<file path="src/rtl/hazard_stall_unit.sv">
// Pipeline stall/flush controller: load-use bubbles, data-memory freeze,
// branch flush (held across a freeze), saturating event counters and timeout.
module hazard_stall_unit #(
    parameter int unsigned CNT_W      = 32,
    parameter int unsigned WAIT_LIMIT = 255
) (
    input  logic             clk,
    input  logic             rst_n,
    input  logic [4:0]       IF2ID_RS1,
    input  logic [4:0]       IF2ID_RS2,
    input  logic             IF2ID_UsesRS1,
    input  logic             IF2ID_UsesRS2,
    input  logic             IF2ID_IsStore,
    input  logic             ID2EX_MemRead,
    input  logic [4:0]       ID2EX_RD1,
    input  logic             EX_BranchTaken,
    input  logic             DMem_Req,
    input  logic             DMem_Ready,
    output logic             PC_Write,
    output logic             IF2ID_Write,
    output logic             ID2EX_Bubble,
    output logic             IF2ID_Flush,
    output logic             ID2EX_Flush,
    output logic             Pipe_Freeze,
    output logic             Mem_Timeout,
    output logic [CNT_W-1:0] Stall_Count,
    output logic [CNT_W-1:0] Flush_Count
);

    localparam int unsigned WC_W = $clog2(WAIT_LIMIT + 1);
    localparam logic [WC_W-1:0]  WC_MAX  = WC_W'(WAIT_LIMIT);
    localparam logic [WC_W-1:0]  WC_TO   = WC_W'(WAIT_LIMIT - 1);
    localparam logic [CNT_W-1:0] CNT_MAX = '1;

    typedef enum logic {ST_RUN, ST_WAIT} state_t;

    state_t            state_q, state_d;
    logic [WC_W-1:0]   wait_cnt_q, wait_cnt_d;
    logic              flush_pend_q, flush_pend_d;
    logic              timeout_q, timeout_d;
    logic [CNT_W-1:0]  stall_cnt_q, flush_cnt_q;
    logic              freeze, flush_req, load_use, timeout_hit;
    logic              stall_evt, flush_evt;

    // Hazard detection; a store's data operand is forwarded MEM-to-MEM, so it never stalls.
    always_comb begin
        freeze    = DMem_Req & ~DMem_Ready;
        flush_req = EX_BranchTaken | flush_pend_q;
        load_use  = ID2EX_MemRead & (ID2EX_RD1 != 5'd0) &
                    ((IF2ID_UsesRS1 & (ID2EX_RD1 == IF2ID_RS1)) |
                     (IF2ID_UsesRS2 & (ID2EX_RD1 == IF2ID_RS2) & ~IF2ID_IsStore));
    end

    // Next state, wait counter, pending flush and prioritized pipeline controls.
    always_comb begin
        state_d      = state_q;
        wait_cnt_d   = wait_cnt_q;
        flush_pend_d = 1'b0;
        timeout_hit  = 1'b0;
        PC_Write     = 1'b1;
        IF2ID_Write  = 1'b1;
        ID2EX_Bubble = 1'b0;
        IF2ID_Flush  = 1'b0;
        ID2EX_Flush  = 1'b0;
        Pipe_Freeze  = 1'b0;
        stall_evt    = 1'b0;
        flush_evt    = 1'b0;

        // wait_cnt holds the number of frozen cycles preceding the current one
        case (state_q)
            ST_RUN: begin
                wait_cnt_d = '0;
                if (freeze) begin
                    state_d    = ST_WAIT;
                    wait_cnt_d = WC_W'(1);
                end
            end
            ST_WAIT: begin
                if (freeze) begin
                    wait_cnt_d = (wait_cnt_q == WC_MAX) ? WC_MAX : wait_cnt_q + WC_W'(1);
                end else begin
                    state_d    = ST_RUN;
                    wait_cnt_d = '0;
                end
            end
            default: begin
                state_d    = ST_RUN;
                wait_cnt_d = '0;
            end
        endcase

        if (freeze && (wait_cnt_q == WC_TO)) begin
            timeout_hit = 1'b1;
        end
        timeout_d = timeout_q | timeout_hit;

        if (freeze) begin
            Pipe_Freeze  = 1'b1;
            PC_Write     = 1'b0;
            IF2ID_Write  = 1'b0;
            flush_pend_d = flush_pend_q | EX_BranchTaken;
            stall_evt    = 1'b1;
        end else if (flush_req) begin
            IF2ID_Flush = 1'b1;
            ID2EX_Flush = 1'b1;
            flush_evt   = 1'b1;
        end else if (load_use) begin
            PC_Write     = 1'b0;
            IF2ID_Write  = 1'b0;
            ID2EX_Bubble = 1'b1;
            stall_evt    = 1'b1;
        end

        if (!rst_n) begin
            PC_Write     = 1'b0;
            IF2ID_Write  = 1'b0;
            ID2EX_Bubble = 1'b1;
            IF2ID_Flush  = 1'b0;
            ID2EX_Flush  = 1'b0;
            Pipe_Freeze  = 1'b0;
        end
    end

    // Timeout is visible in the cycle that reaches the limit, then held sticky.
    always_comb begin
        Mem_Timeout = timeout_q | (rst_n & timeout_hit);
        Stall_Count = stall_cnt_q;
        Flush_Count = flush_cnt_q;
    end

    // State, pending flush, sticky timeout and saturating counters.
    always_ff @(posedge clk) begin
        if (!rst_n) begin
            state_q      <= ST_RUN;
            wait_cnt_q   <= '0;
            flush_pend_q <= 1'b0;
            timeout_q    <= 1'b0;
            stall_cnt_q  <= '0;
            flush_cnt_q  <= '0;
        end else begin
            state_q      <= state_d;
            wait_cnt_q   <= wait_cnt_d;
            flush_pend_q <= flush_pend_d;
            timeout_q    <= timeout_d;
            if (stall_evt && (stall_cnt_q != CNT_MAX)) begin
                stall_cnt_q <= stall_cnt_q + CNT_W'(1);
            end
            if (flush_evt && (flush_cnt_q != CNT_MAX)) begin
                flush_cnt_q <= flush_cnt_q + CNT_W'(1);
            end
        end
    end

endmodule

</file>
<file path="config.mk">
export PLATFORM = sky130hd
export DESIGN_NAME = hazard_stall_unit
export DESIGN_NICKNAME = d
export VERILOG_FILES = /design/src/rtl/hazard_stall_unit.sv
export SDC_FILE = /design/constraint.sdc
export NUM_CORES = 1
export LEC_CHECK = 0
export BUFFER_PORTS_ARGS = -buffer_cell sky130_fd_sc_hd__buf_4
export CORE_ASPECT_RATIO = 0.7
export CORE_MARGIN = 2
export CORE_UTILIZATION = 58
export DETAILED_ROUTE_END_ITERATION = 7
export HOLD_SLACK_MARGIN = 0.1
export PLACE_DENSITY = 0.86
export REMOVE_ABC_BUFFERS = 1
export SLEW_MARGIN = 25
export SYNTH_ARGS = -nofsm -noshare
export SYNTH_HDL_FRONTEND = slang
export SYNTH_SLANG_ARGS = --single-unit
</file>
<file path="constraint.sdc">
create_clock -name clk -period 3.3 [get_ports clk]
set_clock_uncertainty 0.1 [all_clocks]
set_input_delay 0.33 -clock clk [delete_from_list [all_inputs] [get_ports clk]]
set_output_delay 0.33 -clock clk [all_outputs]
set_load 0.005 [all_outputs]
</file>
Word level (Yosys, flattened, before mapping):

Cells that the tools add are included.

* ROM bits: 0
* latch bits: 0
* logic and storage cells: 53
* bits in registers: 75
* RAM bits: 0
* input bits: 24
* memories: 0
* output and inout bits: 71

* reduce and logical (&&, ||, !) cells: 5
* $add $sub $neg: 3
* multiplexer cells: 19
* eq/ne operators: 6
* bitwise operators: 14
* divide/modulo/power cells: 0
* multipliers: 0
* shift-type cells: 0
* magnitude comparators: 0

Operators with widths (count)
* 32-bit by 1-bit adder with 32-bit output, second input constant: 2
* 32-bit != test, second input constant: 2
* 8-bit equality test, second input constant: 2
* 1-bit two-way mux: 16
* 8-bit two-way mux: 2
* 8-bit one-hot mux with 2 select lines: 1
* 5-bit equality test: 2
* 8-bit by 1-bit adder with 8-bit output, second input constant: 1
* 1-bit bitwise AND: 7
* 5-bit nonzero test: 1
* 1-bit bitwise OR: 4
* 1-bit logical AND: 3
* 1-bit NOT: 3
* 2-bit AND reduction: 1

Depth between registers and ports, before layout:

Gate-level depths: netlist (run 1).

* word-level depth: 9
* mapped depth: 9
* gate-level depth less buffers: 7

Worst setup path before layout (run 1):

Ideal clock, no wire load.

* kind: flip-flop to flip-flop
* from: reg flush_cnt_q[0] (netlist: Flush_Count[0])
* to: reg flush_cnt_q[4] (netlist: Flush_Count[4])
* setup slack: 1.206 ns
* required time: 3.072 ns
* setup time: 0.128 ns
* path buffers: 2
* cell stages (with the launch flop): 10
* period minus slack after synthesis: 2.094 ns
* data arrival time: 1.866 ns
* cells stage by stage: dfxtp_1 -> ha_1 -> and2_1 -> nand4_1 -> or4_1 -> buf_2 -> buf_6 -> nand4_1 -> xor2_1 -> nor2_1

* longest elaborated chain between the ends: 2
* elaborated cells between the ends (all ways): 3
* those cells by class: 1 x add/sub; 1 x eq/ne; 1 x reduce/logical

Ends and longest elaborated chain
* from (decl): RTL line 41 `logic [CNT_W-1:0] stall_cnt_q, flush_cnt_q;`
* from (signal assigned): RTL line 149 `flush_cnt_q <= flush_cnt_q + CNT_W'(1);`
* parallel branches: the longest is 2 deep, another holds 32-bit by 1-bit adder with 32-bit output

Parallel ways; which one is timed is not known.
A chain may end at the register's enable or synchronous reset.

Final worst setup path (run 1):

* from: reg flush_cnt_q[0] (netlist: Flush_Count[0])
* to: reg flush_cnt_q[7] (netlist: Flush_Count[7])

Same word-level chain as after synthesis.

==> results.ini, run 1 <==
[cells_and_area]
fillCellCount=462
layout.nets=572
final-seq-area_mm2=0.00150
final_cell_mix=buf_4, dfxtp_1, nor2_1, nand2_1, nand3_1
n_antenna_cell=0
multiInputGateArea_mm2=0.00222
final_common_cell=buf_4
drive_gt1_frac=0.230
area_growth_pct=23.0
stdcell_area_mm2=0.00475

[yosys]
yosys_warnings=0
synth_edf_count=0
syn_area_mm2=0.00386
ys.flop_type=dfxtp_1
yosysSeqAreaShare=0.388
syn_inst=457
synth_top_area_frac=0.388
ys_seq_elements=75
syn_area_per_cell_um2=8.46
yosys.cell_types.count=48
synth_top_cell_by_area=dfxtp_1
synth.area.top_cells=dfxtp_1, xnor2_1, xor2_1
synthArstFlopShare=0

[min_path]
min_path_cells=3
hold_path_class=input port to flip-flop

[clock_tree]
cts_sinks=75
ctsHoldBuffers=0
clkLatencyLatePin_ns=0.36
cts_root_buf=clkbuf_8
clk_pin_slew_ns=0.08
cts_tree=built
htree_levels=3
cts_setup_buffers=0
cts_made_buffers=9
clk_path_buf_depth=2
post_cts_resized=0

[placed_design]
routabilityCongestion=1.02
postPlaceCellArea_mm2=0.00459
numPortBuffers=94
dpl.hpwl_um=7310

[routing]
detailroute.via_count=3779
drc=0
initialDrtViolationCount=220
wl_um=10000
ant_nets=0
avgViaCountPerCell=5.90
drtPass1Iterations=5
avgRoutedWirePerCell_um=15.7

[sta]
maxSlewViolCount=0
finalSetupViolCount=0
worst_pin_slew_ns=0.726
final_hold_viol_count=0
post-route-period-util=0.762
slew-limit-headroom=0.511
fmax_mhz=398
rsz0062_at_grt=no
setup_tns_ns=0
period_minus_slack_ns=2.51

[worst_setup_path]
cp-end-kind=flip-flop
arrival_ns=2.64
crit_required_ns=3.43
reg2reg_depth=7
startpoint_type=flip-flop
critPathKind=flip-flop to flip-flop
path_max_fanout=15

[global_route]
grt_pass1_wl_um=16400
track_usage=0.284
overflow=0
antenna_found_initial=0
grt_max_degree=36
grt_pass1_vias=3407

[power]
power.density_mw_per_mm2=348
power.switching_w=0.000425
p_int_w=0.00123
power_frac_clock=0.381
switching_share=0.257
peakVddDrop_mv=0.232
power_w=0.00165
p_seq_frac=0.554
p_comb_frac=0.065
power_leakage_nw=1.82

[run]
maxCapViolCount=0

[floorplan]
chipHeight_um=72.3
pin_count=95
dieArea_mm2=0.00734
rows=24
core_region_area_mm2=0.00634
start_util=0.610
die_x_um=102

[outcome]
status=completed

-- cell families (layout without fill, tap and decap cells) --
logic type               count (synthesis)  in the layout  share of synthesized area
AND/OR/NAND/NOR                        234            234                      0.336
flip-flops                              75             75                      0.388
AO/OA/AOI/OAI                           64             64                      0.107
XOR/XNOR                                43             43                     0.0974
buffers and inverters                   29            121                     0.0372
multiplexers                             8              8                     0.0207
adder cells (fa/ha/maj)                  4              4                     0.0129
-- worst paths after layout --
kind                  start             end  slack [ns]
max reg2reg  Flush_Count[0]  Flush_Count[7]        0.79
min          EX_BranchTaken    flush_pend_q        0.14
max          Flush_Count[0]  Flush_Count[7]        0.79
min reg2reg         state_q   wait_cnt_q[0]        0.34
-- flip-flops by register name, indices dropped and copies added (netlist names) --
signal	cells
Stall_Count	32
Flush_Count	32
flush_pend_q	1
state_q	1
timeout_q	1
wait_cnt_q	8
-- metal layers --
metal  vias to the layer above  global-route usage  wire, um
li1                       1831                   -         -
met1                      1761               0.390      4480
met2                       168               0.439      4530
met3                        19              0.0886       869
met4                         0              0.0676       145
met5                         -                   0         0
-- worst max-delay path, stage by stage (launching register included) --
cell     delay [ns]
dfxtp_1        0.40
ha_1           0.19
and2_1         0.20
nand4_1        0.20
or4_1          0.80
and4_1         0.32
xnor2_1        0.13
nor2_1         0.05
-- synthesized netlist by cell type, types with 3 or more instances --
master    number
a21oi_1       25
a31oi_1        3
and2_1         4
and3_1        16
and4_1         9
buf_2          4
buf_6          3
clkbuf_1      10
dfxtp_1       75
ha_1           4
inv_1         10
mux2i_1        8
nand2_1       38
nand2b_1       6
nand3_1       34
nand4_1       20
nor2_1        46
nor3_1        12
nor3b_1        3
nor4_1         4
o211ai_1       4
o21ai_0       15
o31ai_1        8
or3_1         15
or4_1         10
xnor2_1       23
xor2_1        20
-- cell type report --
| class | count | area share |
|---|---|---|
| Multi-Input combinational cell | 353 | 0.467 |
| Sequential cell | 75 | 0.316 |
| Timing Repair Buffer | 95 | 0.150 |
| Clock buffer | 9 | 0.0261 |
| Tap cell | 91 | 0.0240 |
| Clock inverter | 7 | 0.00921 |
| Inverter | 10 | 0.00790 |
-- through the flow --
stage | instances | setup slack, ns | hold WS (ns) | utilization
final | 640 | 0.787 | 0.138 | 0.750
after global routing | 640 | 0.585 | 0.182 | 0.750
after CTS | 640 | 0.786 | 0.123 | 0.750
after detailed placement | 624 | 0.795 | 0.341 | 0.724
after global placement | 624 | 0.872 | 0.332 | 0.724
after floorplan | 438 | 1.08 | 0.324 | -
-- power by group through the flow --
stage / logic [W] / registers [W] / clock network (W)
after detailed placement: 0.000107 / 0.000936 / 0
after floorplan: 0.0000509 / 0.000935 / 0
after global placement: 0.000106 / 0.000935 / 0
final: 0.000108 / 0.000915 / 0.000629
after global routing: 0.000118 / 0.000916 / 0.000675
after CTS: 0.000107 / 0.000915 / 0.000635
(Power assumes the default switching activity.)
==> run 2: changes to the inputs <==
CORE_UTILIZATION = 54   (was 58)
PLACE_DENSITY = 0.81   (was 0.86)
clock period = 2.35 ns   (was 3.3 ns; I/O delays follow)
==> results.ini, run 2 (same netlist as run 1, synthesis figures left out) <==
[floorplan]
dieArea_mm2=0.00786  ; +7.0%
chipHeight_um=74.8  ; +3.4%
pin_count=95  ; unchanged
rows=25  ; +4.2%
start_util=0.564  ; -0.0458
die_x_um=105  ; +3.5%
core_region_area_mm2=0.00685  ; +8.1%

[routing]
wl_met3_um=803  ; -7.6%
highest_layer=met4
wl_um=10000  ; -0.13%
drc=0  ; unchanged
detailroute.via_count=3819  ; +1.1%
ant_nets=0  ; unchanged
wl_met2_um=4410  ; -2.6%
wl_met1_um=4670  ; +4.4%
initialDrtViolationCount=154  ; -30%
avgRoutedWirePerCell_um=15.0  ; -4.3%
drtPass1Iterations=5  ; unchanged
avgViaCountPerCell=5.72  ; -3.2%

[worst_setup_path]
cp_num_buf_inv=1  ; +1
cp-end-kind=flip-flop
cp_cell_sequence=ha_1, and2_1, nand4_1, or4_1, buf_4, and4_1, xnor2_1, nor2_1
max_stage_delay_ns=0.55  ; -0.25 ns
path_max_fanout=15  ; unchanged
startpoint_type=flip-flop
cp_top_family=simple AND/OR/NAND/NOR gates
worst_path_max_delay_cell=or4_1
arrival_ns=2.40  ; -0.24 ns
crit_required_ns=2.50  ; -0.93 ns
critPathKind=flip-flop to flip-flop

[sta]
finalSetupViolCount=0  ; unchanged
post-route-period-util=0.957  ; +0.195
final_hold_viol_count=0  ; unchanged
slew-limit-headroom=0.556  ; +0.0441
setup_tns_ns=0  ; unchanged
setup_ws_ns=0.102  ; -0.685 ns
fmax_mhz=445  ; +12%
rsz0062_at_grt=yes
period_minus_slack_ns=2.25  ; -0.265 ns
maxSlewViolCount=0  ; unchanged
worst_pin_slew_ns=0.666  ; -0.0602 ns

[power]
power.density_mw_per_mm2=469  ; +35%
power_leakage_nw=1.95  ; +7.1%
peakVddDrop_mv=0.290  ; +25%
power_w=0.00233  ; +41%

[global_route]
track_usage=0.252  ; -0.0322
antenna_found_initial=0  ; unchanged
grt_pass1_vias=3247  ; -4.7%
grt_max_degree=24  ; -33%
overflow=0  ; unchanged
grt_pass1_wl_um=15600  ; -4.8%

[cells_and_area]
layout.nets=597  ; +4.4%
final_cell_mix=buf_4, dfxtp_1, nor2_1, nand2_1, nand3_1
drive_gt1_frac=0.272  ; +0.0423
final_common_cell=buf_4
area_growth_pct=28.6
n_antenna_cell=0  ; unchanged
final_util=0.725  ; -0.0247

[placed_design]
dpl.hpwl_um=7280  ; -0.31%
place_ws_ns=0.0378  ; -0.757 ns
routabilityCongestion=0.888  ; -13%
numPortBuffers=94  ; unchanged

[clock_tree]
clk_path_buf_depth=2  ; unchanged
cts_sinks=75  ; unchanged
htree_levels=3  ; unchanged
cts_root_buf=clkbuf_8
clk_pin_slew_ns=0.09  ; about the same
clkLatencyLatePin_ns=0.37  ; about the same
cts_made_buffers=9  ; unchanged
cts_tree=built

[min_path]
hold_path_class=input port to flip-flop

[outcome]
status=completed

[run]
maxCapViolCount=0  ; unchanged

-- run 2: repair_timing --
item	4_1_cts	5_1_grt
hold buffers	0	0
setup endpoints to repair	0	13
buffers inserted	0	1
gates resized for setup	0	6
-- run 2: path summary, 6_finish.rpt --
kind                                     start         endpoint  slack, ns  cells past startpoint
worst max register to register  Flush_Count[0]   Flush_Count[7]       0.10                      8
worst min register to register         state_q    wait_cnt_q[0]       0.37                      1
worst min-delay path                     rst_n  Stall_Count[27]       0.16                      3
worst max-delay path            Flush_Count[0]   Flush_Count[7]       0.10                      8
-- run 2: stage by stage --
step	cells	hold WS, ns	cell area, um^2
after floorplan	438	0.257	3760
after global placement	651	0.334	4770
after detailed placement	651	0.356	4770
after CTS	667	0.143	4940
after global routing	668	0.153	4970
final	668	0.157	4970
-- run 2: worst register-to-register path: stages (launching register included) --
cell,delay [ns]
dfxtp_1,0.40
ha_1,0.18
and2_1,0.15
nand4_1,0.16
or4_1,0.55
buf_4,0.21
and4_1,0.21
xnor2_1,0.13
nor2_1,0.05
-- run 2: final cells by class --
cell class | count | area [um^2]
Clock buffer | 9 | 124
Timing Repair Buffer | 120 | 901
Multi-Input combinational cell | 353 | 2240
Tap cell | 94 | 118
Inverter | 10 | 37.5
Clock inverter | 7 | 45.0
Sequential cell | 75 | 1500
Fill cell | 530 | 1880
-- run 2: metal layers --
layer	track usage	vias to the layer above
li1	-	1876
met1	0.363	1774
met2	0.372	155
met3	0.0701	14
met4	0.0711	0
met5	0	-
-- run 2: power by group --
group / switching, W / internal [W]
logic: 0.0000866 / 0.0000733
clock network: 0.000512 / 0.000376
registers: 0.00000784 / 0.00128
